**config.mk**
```make
export PLATFORM = sky130hd
export DESIGN_NAME = sprite_renderer
export DESIGN_NICKNAME = d
export VERILOG_FILES = /design/src/rtl/sprite_pkg.sv /design/src/rtl/sprite_bitmap.sv /design/src/rtl/sprite_renderer.sv
export SDC_FILE = /design/constraint.sdc
export NUM_CORES = 1
export LEC_CHECK = 0
export CAP_MARGIN = 15
export CORE_AREA = 2 2 179 199
export DETAILED_ROUTE_END_ITERATION = 10
export DIE_AREA = 0 0 181 201
export DONT_BUFFER_PORTS = 1
export SLEW_MARGIN = 0
export SYNTH_ARGS = -nofsm -noshare
export SYNTH_HDL_FRONTEND = slang
export SYNTH_SLANG_ARGS = --single-unit
```
**constraint.sdc**
```tcl
create_clock -name clk -period 3.6 [get_ports clk]
set_input_delay 0.72 -clock clk [delete_from_list [all_inputs] [get_ports clk]]
set_output_delay 0.72 -clock clk [all_outputs]
set_load 0.005 [all_outputs]
```
**src/rtl/sprite_pkg.sv**
```systemverilog
// Shared types and default dimensions for the sprite path (movement + renderer).
package sprite_pkg;

    typedef enum logic [1:0] {
        IDLE    = 2'd0,
        LOADING = 2'd1,
        FULL    = 2'd2
    } load_state_t;

    localparam int SPRITE_WIDTH_DEF  = 12;
    localparam int SPRITE_HEIGHT_DEF = 12;
    localparam int WIDTH_SMALL_DEF   = 160;
    localparam int HEIGHT_SMALL_DEF  = 120;

endpackage

```
**src/rtl/sprite_bitmap.sv**
```systemverilog
// Double-buffered 1-bpp sprite bitmap: serial loader into a shadow copy,
// committed to the active copy on a frame boundary, with a combinational read port.
module sprite_bitmap
    import sprite_pkg::*;
#(
    parameter int SPRITE_WIDTH  = SPRITE_WIDTH_DEF,
    parameter int SPRITE_HEIGHT = SPRITE_HEIGHT_DEF
) (
    input  logic       clk,
    input  logic       reset_n,
    input  logic       next_frame,
    input  logic       load_start,
    input  logic       load_en,
    input  logic       load_bit,
    input  logic [3:0] rd_dx,
    input  logic [3:0] rd_dy,
    output logic       rd_bit,
    output logic       load_busy
);

    localparam int         N     = SPRITE_WIDTH * SPRITE_HEIGHT;
    localparam int         IDX_W = (N > 1) ? $clog2(N) : 1;
    localparam logic [8:0] LAST  = 9'(N - 1);
    localparam logic [8:0] NUM   = 9'(N);
    localparam logic [8:0] SW9   = 9'(SPRITE_WIDTH);

    load_state_t      state_q, state_d;
    logic [8:0]       cnt_q, cnt_d;
    logic             wr_en;
    logic [IDX_W-1:0] wr_idx;
    logic             commit;
    logic [N-1:0]     shadow_q;
    logic [N-1:0]     active_q;
    logic [8:0]       rd_idx;

    // Load FSM next state: load_start restarts from any state, a coincident
    // load_en stores its bit at index 0.
    always_comb begin
        state_d = state_q;
        cnt_d   = cnt_q;
        wr_en   = 1'b0;
        wr_idx  = cnt_q[IDX_W-1:0];
        commit  = 1'b0;
        if (load_start) begin
            wr_idx  = '0;
            wr_en   = load_en;
            cnt_d   = load_en ? 9'd1 : 9'd0;
            state_d = (load_en && N == 1) ? FULL : LOADING;
        end else begin
            case (state_q)
                LOADING: begin
                    if (load_en) begin
                        wr_en = 1'b1;
                        cnt_d = cnt_q + 9'd1;
                        if (cnt_q == LAST) begin
                            state_d = FULL;
                        end
                    end
                end
                FULL: begin
                    if (next_frame) begin
                        commit  = 1'b1;
                        state_d = IDLE;
                    end
                end
                default: ;
            endcase
        end
    end

    // Load FSM state, counter and registered busy flag.
    always_ff @(posedge clk or negedge reset_n) begin
        if (!reset_n) begin
            state_q   <= IDLE;
            cnt_q     <= '0;
            load_busy <= 1'b0;
        end else begin
            state_q   <= state_d;
            cnt_q     <= cnt_d;
            load_busy <= (state_d == LOADING);
        end
    end

    // Shadow fills serially; only a complete load is ever copied to active.
    always_ff @(posedge clk or negedge reset_n) begin
        if (!reset_n) begin
            shadow_q <= '0;
            active_q <= '0;
        end else begin
            if (wr_en) begin
                shadow_q[wr_idx] <= load_bit;
            end
            if (commit) begin
                active_q <= shadow_q;
            end
        end
    end

    // Row-major read; offsets beyond the bitmap read as transparent.
    always_comb begin
        rd_idx = {5'd0, rd_dy} * SW9 + {5'd0, rd_dx};
        rd_bit = (rd_idx < NUM) ? active_q[rd_idx[IDX_W-1:0]] : 1'b0;
    end

endmodule

```
**src/rtl/sprite_renderer.sv**
```systemverilog
// Per-pixel sprite on/off stream: frame-latched position, 2-stage hit pipeline,
// double-buffered bitmap.
module sprite_renderer
    import sprite_pkg::*;
#(
    parameter int SPRITE_WIDTH  = SPRITE_WIDTH_DEF,
    parameter int SPRITE_HEIGHT = SPRITE_HEIGHT_DEF,
    parameter int WIDTH_SMALL   = WIDTH_SMALL_DEF,
    parameter int HEIGHT_SMALL  = HEIGHT_SMALL_DEF
) (
    input  logic       clk,
    input  logic       reset_n,
    input  logic       next_frame,
    input  logic [7:0] sprite_x,
    input  logic [7:0] sprite_y,
    input  logic       pos_valid,
    input  logic [7:0] pos_x,
    input  logic [7:0] pos_y,
    input  logic       load_start,
    input  logic       load_en,
    input  logic       load_bit,
    output logic       pixel_valid,
    output logic       pixel_out,
    output logic       load_busy
);

    localparam logic [8:0] SW9 = 9'(SPRITE_WIDTH);
    localparam logic [8:0] SH9 = 9'(SPRITE_HEIGHT);
    localparam logic [8:0] RW9 = 9'(WIDTH_SMALL);
    localparam logic [8:0] RH9 = 9'(HEIGHT_SMALL);

    logic [7:0] sx_l, sy_l;
    logic [8:0] dx, dy;
    logic       in_p0;
    logic       in_p1, vld_p1;
    logic [3:0] dx_p1, dy_p1;
    logic       rd_bit;

    // Position is sampled once per frame so the sprite cannot tear mid-frame.
    always_ff @(posedge clk or negedge reset_n) begin
        if (!reset_n) begin
            sx_l <= '0;
            sy_l <= '0;
        end else if (next_frame) begin
            sx_l <= sprite_x;
            sy_l <= sprite_y;
        end
    end

    // Hit test: a negative offset (borrow in bit 8) is a miss, never a wrap.
    always_comb begin
        dx    = {1'b0, pos_x} - {1'b0, sx_l};
        dy    = {1'b0, pos_y} - {1'b0, sy_l};
        in_p0 = pos_valid & ~dx[8] & ~dy[8] & (dx < SW9) & (dy < SH9)
              & ({1'b0, pos_x} < RW9) & ({1'b0, pos_y} < RH9);
    end

    // ---- stage 1: hit flag and sprite-relative offsets ----
    always_ff @(posedge clk or negedge reset_n) begin
        if (!reset_n) begin
            in_p1  <= 1'b0;
            vld_p1 <= 1'b0;
            dx_p1  <= '0;
            dy_p1  <= '0;
        end else begin
            in_p1  <= in_p0;
            vld_p1 <= pos_valid;
            dx_p1  <= dx[3:0];
            dy_p1  <= dy[3:0];
        end
    end

    sprite_bitmap #(
        .SPRITE_WIDTH  (SPRITE_WIDTH),
        .SPRITE_HEIGHT (SPRITE_HEIGHT)
    ) u_bitmap (
        .clk        (clk),
        .reset_n    (reset_n),
        .next_frame (next_frame),
        .load_start (load_start),
        .load_en    (load_en),
        .load_bit   (load_bit),
        .rd_dx      (dx_p1),
        .rd_dy      (dy_p1),
        .rd_bit     (rd_bit),
        .load_busy  (load_busy)
    );

    // ---- stage 2: bitmap lookup, forced to 0 outside the sprite ----
    always_ff @(posedge clk or negedge reset_n) begin
        if (!reset_n) begin
            pixel_out   <= 1'b0;
            pixel_valid <= 1'b0;
        end else begin
            pixel_out   <= in_p1 & rd_bit;
            pixel_valid <= vld_p1;
        end
    end

endmodule

```
==> results of run 1 <==
layout by cell type (no fill, tap or decap), types with 5 or more instances in the layout:
master	count
nor2_1	108
nand3b_1	7
nand4_1	7
clkbuf_1	9
ha_1	25
mux2_1	34
clkbuf_8	8
buf_4	16
dfrtp_1	326
nor2b_1	10
nor4_1	5
mux2_2	258
xnor2_1	8
a21oi_1	14
xor2_1	10
inv_1	36
nand2_1	114
o21ai_0	25
or3_1	5
mux2i_1	13
a21o_1	5
nor3b_1	7
nand2b_1	6
mux4_2	36
clkbuf_16	37
nand3_1	10
nor3_1	15
state kept, by name, indices dropped and copies added (netlist names):
signal and flops:
u_bitmap.active_q 144, u_bitmap.shadow_q 144, u_bitmap.cnt_q 9, sx_l 8, sy_l 8, dx_p1 4, dy_p1 4, u_bitmap.state_q 2
in_p1 1, pixel_out 1, pixel_valid 1, u_bitmap.load_busy 1, vld_p1 1
cell families (layout without fill, tap and decap cells):
| logic type | Yosys count | in the layout | share of synthesized area (%) |
|---|---|---|---|
| buf+inv | 104 | 116 | 2.67 |
| simple gates | 309 | 309 | 9.10 |
| compound gates | 78 | 78 | 3.29 |
| mux | 342 | 342 | 27.8 |
| xor+xnor | 18 | 18 | 1.03 |
| fa+ha+maj | 29 | 29 | 2.56 |
| flops | 328 | 328 | 53.6 |
path summary, 6_finish.rpt:
kind	start	endpoint	depth (start not counted)
min	reset_n	u_bitmap.active_q[100]$_DFFE_PN0P_	0
max in group asynchronous	reset_n	dx_p1[1]$_DFF_PN0_	0
min in group clk	pos_valid	vld_p1$_DFF_PN0_	0
max reg2reg	dy_p1[1]$_DFF_PN0_	pixel_out$_DFF_PN0_	8
min reg2reg	vld_p1$_DFF_PN0_	pixel_valid$_DFF_PN0_	0
max	dy_p1[1]$_DFF_PN0_	pixel_out$_DFF_PN0_	8
worst max-delay path, stage by stage, from the launching register on:
cell,delay (ns)
dfrtp_1,0.42
ha_1,0.33
fa_1,0.81
mux4_2,0.38
mux4_2,0.48
mux2i_1,0.17
nor2_1,0.07
o2111ai_2,0.19
o311ai_1,0.11
final cells by class:
type / instances / area (sq um)
Clock buffer: 54 / 1070
Inverter: 36 / 135
Timing Repair Buffer: 19 / 180
Sequential cell: 328 / 8210
Multi-Input combinational cell: 776 / 6700
Fill cell: 3081 / 17700
Clock inverter: 7 / 70.1
Tap cell: 444 / 556
power by group through the flow:
stage	registers (mW)	clock network (mW)	logic, mW
floorplan	3.85	0	0.775
global placement	3.89	0	0.982
detailed placement	3.89	0	0.989
CTS	3.83	3.66	0.994
global route	3.84	3.83	1.08
finish	3.83	3.57	0.987
routing by layer:
layer | track usage (%) | vias to the layer above
li1 | - | 4222
met1 | 26.6 | 4771
met2 | 32.0 | 168
met3 | 3.48 | 58
met4 | 6.36 | 0
met5 | 0 | -
==> flow_summary.ini, run 1 <==
[synth]
synth_seq_cells = 328
syn_area_sq_mm = 0.0153
synth.largest_area_cell = dfrtp_1
synth.most_common_cell = dfrtp_1
synth_area_leaders = dfrtp_1 54%, mux2_2 19%, mux4_2 5.3%
synth_flop_cell = dfrtp_1
synth_enable_flop_cells = 0
ys_seq_area_share_pct = 53.6
syn-instance-count = 1208
syn_nets = 1276
yosysWarnings = 0
avgSynthCellArea_sq_um = 12.7
synthArstFlopShare_pct = 100
synth_cell_types = 60
synth_top_area_share_pct = 53.6
ys_top_cells_by_count = 328 x dfrtp_1, 258 x mux2_2, 114 x nand2_1

[pwr]
power_density_mw_per_mm2 = 495
p_leak_nw = 8.07
ir_worst_vdd_mv = 0.380
total_power_mw = 8.38
pwr-share-comb_pct = 11.8
switching_power_mw = 2.10
p_seq_share_pct = 45.7
p_int_mw = 6.28
switching_share_pct = 25.0
power_frac_clock_pct = 42.6

[sta]
finalWorstSetupSlack_ns = 0.515
setup_tns_ns = 0
hold_viol_final = 151
tightest_slew_ns = 1.12
finClkSkew_ns = 0.0212
setup_viol = 0
slew_viol_final = 0
fin_crit_sh_pct = 85.7
whs_ns = -0.0803
min_period_ns = 3.08
rsz0062_at_grt = false
fmax_mhz = 324
max_slew_margin_pct = 24.9

[worst_setup_path]
critical_path_class = reg2reg
required_ns = 4.00
r2r_setup_slack_ns = 0.52
end_kind = flop
cp.arrival_ns = 3.48
path_max_fanout = 7
start_kind = flop

[floorplanning]
pin_count = 42
die-area_sq_mm = 0.0364
initial_core_util_pct = 44.3
chipHeight_um = 201
rows = 72
core_area_sq_mm = 0.0346
die_w_um = 181

[status]
status = finished with violations
violations = hold timing

[route]
highest_layer = met4
drtIter0Drc = 686
wl_met2_um = 16500
ant_nets = 0
wl_um = 34500
num_vias = 9219
first_pass_iters = 5
wl_met1_um = 15500
wl_met3_um = 1480
routed_via_density = 5.54
drc_errors = 0
avgRoutedWirePerCell_um = 20.7

[cts]
cts-htree-levels = 2
clkSinkCount = 328
cts-root-buf = clkbuf_16
cts_resized = 0
clkSlewWorstSetupHoldPaths_ns = 0.06
numCtsBuffers = 36
postCtsSetupBuffers = 0
clk_latency_ns = 0.53
cts_buffer_depth = 3
cts_tree = done

[grt]
grt_pass1_vias = 9629
grt_pass1_wl_um = 55400
grt_usage_pct = 19.6
antenna_found_initial = 0
grt_max_degree = 329
gr-total-overflow = 0

[final_layout]
utilization_pct = 48.9
area_delta_synth_final_pct = 10.5
final_nets = 1265
final_cell_area_sq_mm = 0.0169
num_antenna_cells = 0
fin_cells = 1664
drive_gt1_share_pct = 30.6

[placement]
post-dp-hpwl_um = 21100
portBuffers = 0
placedInstanceArea_sq_mm = 0.0158
gp_congestion = 0.798
dp_cells = 1603
dp_slack_ns = 0.432

[hold_path]
hp-class = in2async

[job]
maxCapViolations = 0
Note: power is estimated with default switching activity, not from simulation.
==> run 2, diff against run 1 <==
Settings changed: GPL_TIMING_DRIVEN set to 0.
==> run 2 against run 1 <==
Net effect: the run still ends with hold timing left; sequential power fell by 1%; wire length increased by 8.8%; clock power grew 3%; largest cell class unchanged.
==> flow_summary.ini, run 2 (synthesized netlist as in run 1, its figures left out) <==
[status]
status = finished with violations
violations = hold timing

[sta]
hold_viol_final = 160
fin_crit_sh_pct = 92.1
min_period_ns = 3.32
fmax_mhz = 302
finClkSkew_ns = 0.0221
rsz0062_at_grt = false
max_slew_margin_pct = 15.5
tightest_slew_ns = 1.26
whs_ns = -0.0992
finalWorstSetupSlack_ns = 0.284
setup_viol = 0
slew_viol_final = 0

[job]
maxCapViolations = 0

[floorplanning]
rows = 72
initial_core_util_pct = 44.3
core_area_sq_mm = 0.0346
chipHeight_um = 201
die-area_sq_mm = 0.0364
pin_count = 42
die_w_um = 181

[route]
wl_met3_um = 1580
highest_layer = met4
wl_met1_um = 17500
drtIter0Drc = 725
wl_um = 37500
num_vias = 9569
wl_met2_um = 17400
first_pass_iters = 5
drc_errors = 0
ant_nets = 0
routed_via_density = 5.58
avgRoutedWirePerCell_um = 21.9

[pwr]
p_seq_share_pct = 44.0
switching_power_mw = 2.25
p_leak_nw = 8.10
pwr-share-comb_pct = 13.2
switching_share_pct = 26.1
power_density_mw_per_mm2 = 505
total_power_mw = 8.61
ir_worst_vdd_mv = 0.386
p_int_mw = 6.37
power_frac_clock_pct = 42.8

[final_layout]
drive_gt1_share_pct = 29.1
final_nets = 1316
fin_cells = 1716
final_cell_area_sq_mm = 0.0171
layout_commonest_cell = dfrtp_1
final_cell_mix = 328 x dfrtp_1, 258 x mux2_2, 114 x nand2_1
area_delta_synth_final_pct = 11.4
reg_top3 = u_bitmap.active_q: 144 flops, u_bitmap.shadow_q: 144 flops, u_bitmap.cnt_q: 9 flops

[placement]
placedInstanceArea_sq_mm = 0.0159
dp_slack_ns = -0.160
portBuffers = 0
gp_congestion = 0.831
post-dp-hpwl_um = 24400
dp_cells = 1655

[worst_setup_path]
reg2reg_to = pixel_out$_DFF_PN0_
end_kind = flop
critical_path_class = reg2reg
required_ns = 3.98
reg2regPathDepth = 8
r2r-start = dy_p1[1]$_DFF_PN0_
start_kind = flop
path_max_fanout = 8
r2r_setup_slack_ns = 0.28
cp.arrival_ns = 3.69

[cts]
cts-htree-levels = 2
cts_tree = done
cts-root-buf = clkbuf_16
clkSinkCount = 328
postCtsSetupBuffers = 0
clk_latency_ns = 0.54
clkSlewWorstSetupHoldPaths_ns = 0.06
cts_buffer_depth = 3
numCtsBuffers = 36

[grt]
grt_max_degree = 329
antenna_found_initial = 0
gr-total-overflow = 0
grt_usage_pct = 21.1
grt_pass1_vias = 9859
grt_pass1_wl_um = 58600

[hold_path]
hp-class = in2async
run 2: power by group through the flow:
stage	Sequential [mW]	Clock [mW]	Combinational, mW
floorplan	3.85	0	0.775
global placement	3.86	0	1.13
detailed placement	3.86	0	1.14
CTS	3.79	3.76	1.14
global route	3.80	3.92	1.24
finish	3.79	3.68	1.14
run 2: final cells by class:
class	count	area, sq um
Fill cell	3095	17500
Sequential cell	328	8210
Multi-Input combinational cell	776	6710
Clock buffer	55	1080
Tap cell	444	556
Buffer	67	272
Inverter	36	135
Clock inverter	6	90.1
Timing Repair Buffer	3	17.5
Antenna cell	1	2.50
run 2: layer usage:
layer | global-route usage, % | vias up
li1 | - | 4339
met1 | 30.0 | 4978
met2 | 33.5 | 196
met3 | 3.36 | 56
met4 | 6.62 | 0
met5 | 0 | -
run 2: worst max-delay path by stage:
stage	startpoint	end	slack (ns)	cells after the start
after floorplan	dy_p1[1]$_DFF_PN0_	pixel_out$_DFF_PN0_	0.69	9
after global placement	dy_p1[1]$_DFF_PN0_	pixel_out$_DFF_PN0_	-0.13	9
after global routing	dy_p1[1]$_DFF_PN0_	pixel_out$_DFF_PN0_	0.08	8
after detailed placement	dy_p1[1]$_DFF_PN0_	pixel_out$_DFF_PN0_	-0.16	9
after CTS	dy_p1[1]$_DFF_PN0_	pixel_out$_DFF_PN0_	0.06	9
final	dy_p1[1]$_DFF_PN0_	pixel_out$_DFF_PN0_	0.28	8
run 2: repair_timing:
action,4_1_cts,5_1_grt
endpoints found under the setup margin,1,1
hold endpoints to repair,328,328
resized for setup,1,0
run 2: stage by stage:
step	setup TNS, ns	hold WS (ns)	util [%]
after CTS	0	-0.110	49.4
after detailed placement	-0.160	0.340	46.0
after global placement	-0.127	0.342	45.9
after global routing	0	-0.117	49.3
after floorplan	0	0.331	-
final	0	-0.0992	49.4
run 2: critical path, stage by stage (launching register included):
cell and delay [ns]:
dfrtp_1 0.42, ha_1 0.33, fa_1 0.93, mux4_2 0.41
mux4_2 0.51, mux2i_1 0.15, nor2_1 0.07, o2111ai_2 0.21
o311ai_1 0.14
